**config.mk**
```make
export PLATFORM = sky130hd
export DESIGN_NAME = noc_flit_injector
export DESIGN_NICKNAME = d
export VERILOG_FILES = /design/src/rtl/noc_pkg.sv /design/src/rtl/noc_sync_fifo.sv /design/src/rtl/noc_flit_injector.sv
export SDC_FILE = /design/constraint.sdc
export NUM_CORES = 1
export LEC_CHECK = 0
export BUFFER_PORTS_ARGS = -buffer_cell sky130_fd_sc_hd__buf_2
export CORE_MARGIN = 3
export CORE_UTILIZATION = 50
export CTS_BUF_LIST = sky130_fd_sc_hd__clkbuf_4 sky130_fd_sc_hd__clkbuf_8
export DETAILED_ROUTE_END_ITERATION = 8
export PLACE_DENSITY = 0.82
export SYNTH_ARGS = -nofsm -noshare
export SYNTH_HDL_FRONTEND = slang
export SYNTH_SLANG_ARGS = --single-unit
```
**constraint.sdc**
```tcl
create_clock -name clk -period 2.2 [get_ports clk]
set_input_delay 0.44 -clock clk [delete_from_list [all_inputs] [get_ports clk]]
set_output_delay 0.44 -clock clk [all_outputs]
set_load 0.01 [all_outputs]
```
**src/rtl/noc_pkg.sv**
```systemverilog
// noc_pkg: flit layout shared by the injector, router and ejection blocks.
package noc_pkg;
    localparam int FLIT_W = 20;
    localparam int DATA_W = 16;
    localparam int DST_CLUSTER_HI = 19;
    localparam int DST_CLUSTER_LO = 18;
    localparam int DST_LOCAL_HI = 17;
    localparam int DST_LOCAL_LO = 16;

    typedef struct packed {
        logic [1:0] dst_cluster;
        logic [1:0] dst_local;
        logic [DATA_W-1:0] data;
    } flit_t;

    function automatic flit_t pack_flit(input logic [1:0] cluster, input logic [1:0] lcl,
                                        input logic [DATA_W-1:0] data);
        logic [FLIT_W-1:0] f;
        f[DST_CLUSTER_HI:DST_CLUSTER_LO] = cluster;
        f[DST_LOCAL_HI:DST_LOCAL_LO] = lcl;
        f[DATA_W-1:0] = data;
        return flit_t'(f);
    endfunction
endpackage

```
**src/rtl/noc_sync_fifo.sv**
```systemverilog
// noc_sync_fifo: synchronous FIFO without fall-through; pushes when full and pops when empty are dropped.
module noc_sync_fifo #(
    parameter int W = 20,
    parameter int DEPTH = 4
) (
    input  logic                         clk,
    input  logic                         rst,
    input  logic                         push,
    input  logic [W-1:0]                 din,
    input  logic                         pop,
    output logic [W-1:0]                 dout,
    output logic                         full,
    output logic                         empty,
    output logic [$clog2(DEPTH+1)-1:0]   count
);
    localparam int AW = $clog2(DEPTH);
    localparam int CW = $clog2(DEPTH+1);
    logic [W-1:0] mem [DEPTH];
    logic [AW-1:0] wr, rd;
    logic do_push, do_pop;
    assign full = count == CW'(DEPTH);
    assign empty = count == '0;
    assign do_push = push && !full;
    assign do_pop = pop && !empty;
    assign dout = mem[rd];
    always_ff @(posedge clk) begin
        if (rst) begin
            wr <= '0;
            rd <= '0;
            count <= '0;
        end else begin
            if (do_push) begin
                mem[wr] <= din;
                wr <= wr + 1'b1;
            end
            if (do_pop) rd <= rd + 1'b1;
            count <= count + CW'(do_push) - CW'(do_pop);
        end
    end
endmodule

```
**src/rtl/noc_flit_injector.sv**
```systemverilog
// noc_flit_injector: packs PE payloads into flits and injects them into router port 5 under credit flow control.
// Define NOC_INJ_STATS_EN to add the stat_sent/stat_stall counters.
module noc_flit_injector
    import noc_pkg::*;
#(
    parameter int FIFO_DEPTH = 4,
    parameter int ROUTER_BUF_DEPTH = 4
) (
    input  logic                                  clk,
    input  logic                                  rst,
    input  logic [DATA_W-1:0]                     pe_data,
    input  logic [1:0]                            pe_dst_cluster,
    input  logic [1:0]                            pe_dst_local,
    input  logic                                  pe_valid,
    output logic                                  pe_ready,
    output logic [FLIT_W-1:0]                     inject,
    output logic                                  inject_valid,
    input  logic                                  credit_in,
    output logic [$clog2(ROUTER_BUF_DEPTH+1)-1:0] credit_cnt,
    output logic [$clog2(FIFO_DEPTH+1)-1:0]       fifo_count,
    output logic                                  credit_err
`ifdef NOC_INJ_STATS_EN
    ,
    output logic [15:0]                           stat_sent,
    output logic [15:0]                           stat_stall
`endif
);
    localparam int CW = $clog2(ROUTER_BUF_DEPTH+1);
    localparam logic [CW-1:0] CMAX = CW'(ROUTER_BUF_DEPTH);
    logic full, empty, push, pop;
    logic [FLIT_W-1:0] head;
    assign pe_ready = !rst && !full;
    assign push = pe_valid && pe_ready;
    assign pop = !rst && !empty && credit_cnt != '0;

    noc_sync_fifo #(.W(FLIT_W), .DEPTH(FIFO_DEPTH)) u_fifo (
        .clk(clk),
        .rst(rst),
        .push(push),
        .din(pack_flit(pe_dst_cluster, pe_dst_local, pe_data)),
        .pop(pop),
        .dout(head),
        .full(full),
        .empty(empty),
        .count(fifo_count)
    );

    always_ff @(posedge clk) begin
        if (rst) begin
            inject <= '0;
            inject_valid <= 1'b0;
            credit_cnt <= CMAX;
            credit_err <= 1'b0;
        end else begin
            inject_valid <= pop;
            if (pop) inject <= head;
            if (pop && !credit_in) credit_cnt <= credit_cnt - 1'b1;
            else if (!pop && credit_in) begin
                // A credit with nothing outstanding is a router protocol error; hold at max.
                if (credit_cnt == CMAX) credit_err <= 1'b1;
                else credit_cnt <= credit_cnt + 1'b1;
            end
        end
    end

`ifdef NOC_INJ_STATS_EN
    always_ff @(posedge clk) begin
        if (rst) begin
            stat_sent <= '0;
            stat_stall <= '0;
        end else begin
            stat_sent <= stat_sent + 16'(inject_valid);
            stat_stall <= stat_stall + 16'(!empty && credit_cnt == '0);
        end
    end
`endif
endmodule

```
; ---- Word-level counts from Yosys, hierarchy flattened
; Memory sizes are Yosys's and may differ from the RTL's. A register that Yosys moved wholly into a read port is not among the register bits.
; Index checks and enable logic that the tools add are counted.
[op_classes]
n_eq_ne = 3
bitwise = 1
mux = 6
n_addsub = 6
reduce_logical = 18
[op_table]
columns = cell, count
row1 = two-way mux 3 bit, 3
row2 = logical AND 1 bit, 8
row3 = "equality test 3 bit, second input constant", 2
row4 = logical NOT 1 bit, 5
row5 = "adder 2 x 1 -> 2 bit, second input constant", 2
row6 = adder 3 x 1 -> 3 bit, 1
row7 = "adder 3 x 1 -> 3 bit, second input constant", 1
row8 = logical NOT 3 bit, 1
row9 = two-way mux 1 bit, 3
row10 = AND reduction 3 bit, 1
row11 = nonzero test 3 bit, 1
row12 = subtractor 3 x 1 -> 3 bit, 1
row13 = "subtractor 3 x 1 -> 3 bit, second input constant", 1
row14 = "!= test 2 bit, second input constant", 1
row15 = AND reduction 2 bit, 1
row16 = nonzero test 2 bit, 1
row17 = NOT 1 bit, 1
[totals]
in_bits = 24
ram_bits = 80
elab_cells = 41
reg_bits = 12
n_memories = 1
[memory_table]
columns = memory, words, word_bits, rd, rd_clocked_by_memory_dff, write_ports, line_no
row1 = u_fifo.mem, 4, 20, 1, 1, 1, noc_sync_fifo.sv:18  ; logic [W-1:0] mem [DEPTH];

; ---- Longest topological paths before layout
; Gate-level depths: netlist of the first run.
[depth]
ltp_word = 8
ltp_mapped = 10

; ---- Modules after synthesis
; A second synthesis of the first run with hierarchy kept.
[unflattened]
hier_cells = 255
area_unflattened_um2 = 4529.3
[modules_own_cells]
columns = module, area_each_um2, n_inst, cells_each
row1 = noc_sync_fifo, 3369.5, 1, 155
row2 = noc_flit_injector, 1159.9, 1, 100

; ---- Worst setup path after synthesis of the first run
; Ideal clock, no wire load.
[synth_timing]
path_kind = in2reg
start = in rst
end = reg credit_cnt[2]
cell_stages = 10
setup_ns = 0.120
arrival_time_ns = 2.250
slack_ns = -0.170
path_cell_list = buf_2 -> clkbuf_1 -> nor3_1 -> ha_1 -> inv_1 -> fa_1 -> nor2_1 -> o21ai_0 -> a21o_1 -> a211o_1
[synth_via]
elab_chain_len = 7
elab_cells_between_ends = 10
cone_classes = eq/ne: 1 / mux: 1 / reduce/logical: 8
[synth_lines]
columns = item, line_no
row1 = from (decl), noc_flit_injector.sv:10  ; input logic rst,
row2 = logical NOT 1 bit *, noc_flit_injector.sv:34  ; assign pop = !rst && !empty && credit_cnt != '0;
row3 = logical AND 1 bit * (2 in series), noc_flit_injector.sv:34
row4 = via pop, noc_flit_injector.sv:30  ; logic full, empty, push, pop;
row5 = logical NOT 1 bit, noc_flit_injector.sv:58  ; else if (!pop && credit_in) begin
row6 = logical AND 1 bit, noc_flit_injector.sv:58
row7 = nonzero test 2 bit (no line), --
row8 = AND reduction 2 bit (no line), --
row9 = to (signal assigned), noc_flit_injector.sv:57  ; if (pop && !credit_in) credit_cnt <= credit_cnt - 1'b1;
row10 = to (signal assigned), noc_flit_injector.sv:61  ; else credit_cnt <= credit_cnt + 1'b1;
row11 = to (decl), noc_flit_injector.sv:19  ; output logic [$clog2(ROUTER_BUF_DEPTH+1)-1:0] credit_cnt,
; Mark *: on every way through the listed nets, which the timed path passes. The rest lies on a longest branch.
; A chain may end at the register's enable or synchronous reset.

; ---- Worst setup path in the final report of the first run
[layout_timing]
start = reg u_fifo.count[2]
end = reg u_fifo.count[2]
[layout_via]
elab_chain_len = 7
elab_cells_between_ends = 12
cone_classes = add/sub: 2 / eq/ne: 1 / reduce/logical: 9
[layout_lines]
columns = item, line_no
row1 = from (decl), noc_sync_fifo.sv:14  ; output logic [$clog2(DEPTH+1)-1:0] count
row2 = from (signal assigned), noc_sync_fifo.sv:37  ; count <= count + CW'(do_push) - CW'(do_pop);
row3 = equality test 3 bit, noc_sync_fifo.sv:21  ; assign full = count == CW'(DEPTH);
row4 = logical NOT 1 bit, "noc_sync_fifo.sv:23, noc_flit_injector.sv:32"
row5 = logical AND 1 bit, noc_flit_injector.sv:32  ; assign pe_ready = !rst && !full;
row6 = logical AND 1 bit, noc_flit_injector.sv:33  ; assign push = pe_valid && pe_ready;
row7 = logical AND 1 bit, noc_sync_fifo.sv:23  ; assign do_push = push && !full;
row8 = adder 3 x 1 -> 3 bit, noc_sync_fifo.sv:37
row9 = subtractor 3 x 1 -> 3 bit *, noc_sync_fifo.sv:37
; Every way passes the cells marked *; elsewhere a longest branch is shown, timed or not.

==> impl_results.md, run 1 <==
- Status: completed
- GR Util All Layers: approximately 17%
- Row Count: 33
- Worst r2r src: u_fifo.count[2]
- Antenna cells: 0
- Max Fanout on Critical Path: 5
- Setup CP Type: flip-flop to flip-flop
- Area of the multi-input gates: 1160 µm²
- Final hold violation count: 0
- Root buf cell: clkbuf_8
- Core footprint: 8300 µm²
- First-pass iteration count of the detailed router: 5
- Pins Over Slew Limit: 0
- Top cells by area, synth: edfxtp_1 (56%), dfxtp_1 (15%), mux4_2 (9.4%), nand2_1 (3.8%), a21oi_1 (2.5%)
- Die W: 98.9 µm
- Peak supply drop: 0.545 mV
- Total Wirelength: 7670 µm
- Slew headroom: 80.5%
- Final Cycle Share: 94.2%
- HP Class: primary input to flip-flop
- Residual DRC: 0
- Minimum clock period: approximately 2.1 ns
- Crit path launch type: flip-flop
- 1st-iter DRT viols: approximately 190
- Syn Area/Cell: roughly 16 µm²
- Synth cell types: 33
- Synth Instances: roughly 270
- First-pass GRT wire length: between 10000 and 15000 µm
- Synth top area share: 55.6%
- FF-to-FF setup slack: roughly 0.13 ns
- Hold_sp: pe_data[0]
- Largest net degree at the start of global routing: 24
- Synthesis-stage register bit count: ~110
- Share of cells above drive strength 1: about a third
- RSZ-0062 raised after global routing: false
- WP data arrival: about 2.3 ns
- IO Pins: 53
- CTS clk-pin slew, worst paths: between 0.1 and 0.15 ns
- WHS Path Cells: 1
- Endpoint, Worst Hold: u_fifo.mem[1][0]
- Setup TNS: 0 ns
- Register Area: 3050 µm²
- Post-synthesis sequential area ratio: between 70% and 80%
- Synth-to-Final Area Change: 17.0%
- Final setup viols: 0
- Overflow after GRT: 0
- Die ar.: between 9000 and 10000 µm²
- Vias in the first global route: between 2k and 2.5k
- Final instance area: between 5000 and 6000 µm²
- Antenna-violating nets left: 0
- Maximum buffer depth of the clock tree: 2
- Hold_buf cts: 0
- CTS tree: done
- Area leader, netlist: edfxtp_1
- Element type at the critical path end: flip-flop
- H-tree depth: 3
- Clk sinks: 112
- Leak Pwr: 1.81 nW
- DIE HEIGHT: about 100 µm
- Initial core utilization: 52.0%
- Clock skew: approximately 0.007 ns
- Worst Path Required: approximately 2.5 ns
- Actual slew at the worst max-slew pin: 0.293 ns
- DR vias/cell: 5.34
- Power Dens Cells: approximately 1100 nW/µm²
- Yosys warnings: 0
- Nets: 370
- Area after DPL: 4820 µm²
- Max Fclk: about 0.48 GHz
- Max cap viols: 0
- Reg2Reg Depth: 9
- Total number of vias: about 2.4k
- Synthesized cell area: 4320 µm²
- Hpwl dp: between 4000 and 5000 µm
- GPL Wtd Cong: between 0.7 and 0.8
- Worst-Skew Late Latency: roughly 0.36 ns
- Num CTS Buffers: 9
- PortBufs: 52
- Avg WL per Cell: roughly 17 µm
- Initial antenna violation count: 0
- R2R Path End: u_fifo.count[2]
- Syn nets: between 300 and 400
- # fillers: roughly 620
==> metrics by stage <==
step	hold WS [ns]	cells	util [%]	power, mW	setup slack, ns
final	0.285	446	60.8	5.42	0.127
after global routing	0.268	446	60.8	5.74	0.00419
after global placement	0.442	430	58.1	4.09	0.163
after CTS	0.266	446	60.8	5.48	0.0947
after floorplan	0.478	268	-	3.73	0.00714
after detailed placement	0.446	430	58.1	4.14	0.107
==> power breakdown <==
part	leakage (nW)	internal, mW	switching (mW)
logic	0.710	0.692	0.747
registers	0.989	2.50	0.136
clock network	0.111	0.658	0.684
total	1.81	3.85	1.57
==> how the worst max path moves through the flow <==
stage,end,cells past startpoint,startpoint
after floorplan,credit_cnt[2],10,rst
after global routing,u_fifo.count[2],9,u_fifo.count[2]
after CTS,u_fifo.count[2],9,u_fifo.count[2]
after global placement,credit_cnt[2],9,rst
after detailed placement,credit_cnt[2],9,rst
final,u_fifo.count[2],9,u_fifo.count[2]
==> cell type report <==
class	count	area share (%)
Inverter	13	0.966
Multi-Input combinational cell	131	22.9
Timing Repair Buffer	69	8.67
Tap cell	105	2.60
Sequential cell	112	60.4
Clock inverter	7	2.03
Clock buffer	9	2.45
==> registers in the layout, indices dropped and copies added, names as in the netlist <==
signal	cells
u_fifo.count	3
u_fifo.wr	2
credit_cnt	3
credit_err	1
inject_valid	1
u_fifo.mem	80
inject	20
u_fifo.rd	2
==> logic make-up after synthesis <==
family	Yosys count	synth area share, %
AO/OA/AOI/OAI	32	4.64
XOR/XNOR	4	0.811
adder cells (fa/ha/maj)	10	3.25
buffers and inverters	25	3.30
flip-flops	112	70.5
multiplexers	21	10.8
AND/OR/NAND/NOR	64	6.69
==> cells in the mapped netlist <==
master	n
o31ai_1	1
clkbuf_1	2
ha_1	8
a211o_1	1
a311o_1	1
buf_1	1
nor3_4	1
nor2b_1	3
mux2i_1	1
buf_6	6
mux4_2	18
xnor2_1	4
nor2_1	6
a21oi_1	22
a21oi_2	1
edfxtp_1	80
inv_2	1
nand2_1	44
dfxtp_1	32
mux4_1	2
nor3_2	2
a41oi_1	1
a211oi_4	1
buf_2	3
o21ai_0	1
and2_1	4
a31oi_1	1
a21o_1	1
o21a_1	1
inv_1	12
nand2b_1	1
nor3_1	3
fa_1	2
==> timing repair <==
| action | 4_1_cts | 5_1_grt |
|---|---|---|
| setup endpoints to repair | 0 | 2 |
| setup buffers | 0 | 0 |
| endpoints found under the hold margin | 0 | 0 |
| gates resized for setup | 0 | 2 |
==> layer usage <==
layer / routed length (µm) / track usage, %
met3: 316 / 3.96
met2: 4030 / 29.2
met4: 109 / 5.67
met1: 3210 / 20.0
met5: 0 / 0
==> worst max-delay path, stage by stage, from the launching register on <==
cell     delay [ns]
dfxtp_4        0.39
nor3_4         0.25
nor3_4         0.08
ha_1           0.27
inv_1          0.04
ha_1           0.18
fa_1           0.38
xnor2_1        0.18
xnor2_1        0.14
nor2_1         0.05
==> layout by cell type (no fill, tap or decap), types with 3 or more instances in the layout <==
master / netlist / routed
a21oi_1: 22 / 22
and2_1: 4 / 4
buf_12: 0 / 4
buf_2: 3 / 52
buf_4: 0 / 13
clkbuf_8: 0 / 9
dfxtp_1: 32 / 30
edfxtp_1: 80 / 80
ha_1: 8 / 7
inv_1: 12 / 11
mux4_2: 18 / 18
nand2_1: 44 / 44
nor2_1: 6 / 5
nor2b_1: 3 / 3
nor3_4: 1 / 3
xnor2_1: 4 / 4
(Power assumes the default switching activity.)
==> run 2: changes to the inputs <==
--- a/config.mk
+++ b/config.mk
@@ -6,11 +6,12 @@
 export NUM_CORES = 1
 export LEC_CHECK = 0
 export BUFFER_PORTS_ARGS = -buffer_cell sky130_fd_sc_hd__buf_2
+export CAP_MARGIN = 40
 export CORE_MARGIN = 3
-export CORE_UTILIZATION = 50
+export CORE_UTILIZATION = 45
 export CTS_BUF_LIST = sky130_fd_sc_hd__clkbuf_4 sky130_fd_sc_hd__clkbuf_8
 export DETAILED_ROUTE_END_ITERATION = 8
-export PLACE_DENSITY = 0.82
+export PLACE_DENSITY = 0.76
 export SYNTH_ARGS = -nofsm -noshare
 export SYNTH_HDL_FRONTEND = slang
 export SYNTH_SLANG_ARGS = --single-unit
==> impl_results.md, run 2 (synthesis gave the netlist of run 1 again) <==
- Power Dens Cells: 1040 nW/µm² (-3.4%)
- Worst Path Required: 2.45 ns (about the same)
- Largest registers: u_fifo.mem: 80 flops, inject: 20 flops
- GR Util All Layers: 15.2% (-1.4 points)
- Die W: 104 µm (+5.1%)
- CTS tree: done
- RSZ-0062 raised after global routing: false
- PortBufs: 52 (unchanged)
- Worst-Skew Late Latency: 0.36 ns (about the same)
- Status: completed
- DIE HEIGHT: 104 µm (+5.1%)
- Antenna-violating nets left: 0 (unchanged)
- First-pass iteration count of the detailed router: 4 (-1)
- Pins Over Slew Limit: 0 (unchanged)
- Actual slew at the worst max-slew pin: 0.341 ns (+0.0477 ns)
- Total Wirelength: 7780 µm (+1.4%)
- Max cap viols: 0 (unchanged)
- Initial antenna violation count: 0 (unchanged)
- Most common cell after layout, fill and taps aside: edfxtp_1
- Leading cell types in the layout, fill and taps excluded: edfxtp_1 (80), buf_2 (52), nand2_1 (44)
- Clk sinks: 112 (unchanged)
- Final hold violation count: 0 (unchanged)
- Final Util: 54.2% (-6.6 points)
- Initial core utilization: 46.5% (-5.5 points)
- Num CTS Buffers: 9 (unchanged)
- 1st-iter DRT viols: 104 (-44%)
- WP data arrival: 2.29 ns (-0.04 ns)
- # Post-CTS Setup Buffers: 0 (unchanged)
- H-tree depth: 3 (unchanged)
- Nets: 369 (-0.27%)
- Share of cells above drive strength 1: 33.8% (+0.099 points)
- Final Cycle Share: 92.8% (-1.4 points)
- Total number of vias: 2336 (-1.9%)
- First-pass GRT wire length: 12900 µm (+3.6%)
- IO Pins: 53 (unchanged)
- Leak Pwr: 1.79 nW (-1.1%)
- Max Fanout on Critical Path: 5 (unchanged)
- Setup CP Type: flip-flop to flip-flop
- Biggest register: u_fifo.mem
- Final setup viols: 0 (unchanged)
- Slew headroom: 77.3% (-3.2 points)
- Maximum buffer depth of the clock tree: 2 (unchanged)
- Hpwl dp: 4900 µm (-0.85%)
- Minimum clock period: 2.04 ns (-0.0307 ns)
- Max Fclk: 0.490 GHz (+1.5%)
- Clock skew: 0.0108 ns (+0.00387 ns)
- Core footprint: 9280 µm² (+12%)
- Setup TNS: 0 ns (unchanged)
- Die ar.: 10800 µm² (+10%)
- Element type at the critical path end: flip-flop
- GPL Wtd Cong: 0.810 (+4.7%)
- Avg WL per Cell: 16.6 µm (-3.6%)
- DR vias/cell: 4.98 (-6.7%)
- Largest net degree at the start of global routing: 24 (unchanged)
- CTS clk-pin slew, worst paths: 0.11 ns (about the same)
- Number of flip-flops in the largest register: 80 (unchanged)
- Row Count: 35 (+6.1%)
- Peak supply drop: 0.536 mV (-1.7%)
- Synth-to-Final Area Change: 16.6%
- Root buf cell: clkbuf_8
- Overflow after GRT: 0 (unchanged)
- HP Class: primary input to flip-flop
- Residual DRC: 0 (unchanged)
- Vias in the first global route: 2468 (-0.56%)
- Antenna cells: 0 (unchanged)
- Crit path launch type: flip-flop
run 2: cell count changes in the layout (fill, tap and decap cells not counted):
cell and change:
clkinv_4 +3, bufinv_16 -2, dfxtp_2 +2, buf_4 -1, clkinv_8 +1, clkinvlp_4 -1
dfxtp_1 -1, dfxtp_4 -1, inv_8 -1
run 2: worst paths after layout:
| path | slack [ns] | endpoint | startpoint | cells past startpoint |
|---|---|---|---|---|
| worst max register to register | 0.16 | credit_cnt[2] | credit_cnt[1] | 9 |
| worst max-delay path | 0.16 | credit_cnt[2] | credit_cnt[1] | 9 |
| worst min-delay path | 0.29 | u_fifo.mem[3][0] | pe_data[0] | 1 |
| worst min register to register | 0.46 | inject[10] | inject[10] | 2 |
run 2: repair_timing:
item	CTS	global route
hold buffers	0	0
endpoints found under the setup margin	0	2
gates resized for setup	0	2
hold endpoints to repair	0	0
run 2: metal layers:
layer	share of wire, %	wire, µm	global-route usage (%)	up-vias
li1	-	-	-	1113
met1	45	3530	20.5	1153
met2	48	3750	25.3	61
met3	5.0	388	2.79	9
met4	1.3	103	4.56	0
met5	0	0	0	-
run 2: area by class of cell:
class                           instances  area, µm²
Fill cell                             793       4250
Sequential cell                       112       3050
Multi-Input combinational cell        131       1160
Timing Repair Buffer                   68        430
Tap cell                              129        161
Clock buffer                            9        124
Clock inverter                          7       66.3
Inverter                               13       48.8
run 2: critical path, stage by stage, from the launching register on:
cell     delay, ns
dfxtp_1       0.44
nor3_4        0.08
nor3_2        0.16
ha_2          0.21
inv_2         0.05
fa_2          0.36
nor2_2        0.12
o21ai_1       0.08
a21o_1        0.16
a211o_1       0.28
run 2: per-stage QoR:
| stage | cells | area [µm²] | worst slack [ns] | hold WS [ns] | power [mW] |
|---|---|---|---|---|---|
| 3_3_place_gp | 453 | 4840 | 0.164 | 0.439 | 4.10 |
| 6_report | 469 | 5030 | 0.158 | 0.291 | 5.22 |
| 3_5_place_dp | 453 | 4840 | 0.115 | 0.445 | 4.14 |
| 4_1_cts | 469 | 5030 | 0.101 | 0.276 | 5.28 |
| 5_1_grt | 469 | 5030 | 0.00297 | 0.283 | 5.54 |
| 2_1_floorplan | 268 | 4360 | 0.00714 | 0.478 | 3.73 |
run 2: power breakdown:
group          switching [mW]  total, mW  internal (mW)
Sequential              0.127       2.63           2.50
Combinational           0.750       1.44          0.687
Clock                   0.720       1.16          0.437
Total                    1.60       5.22           3.62
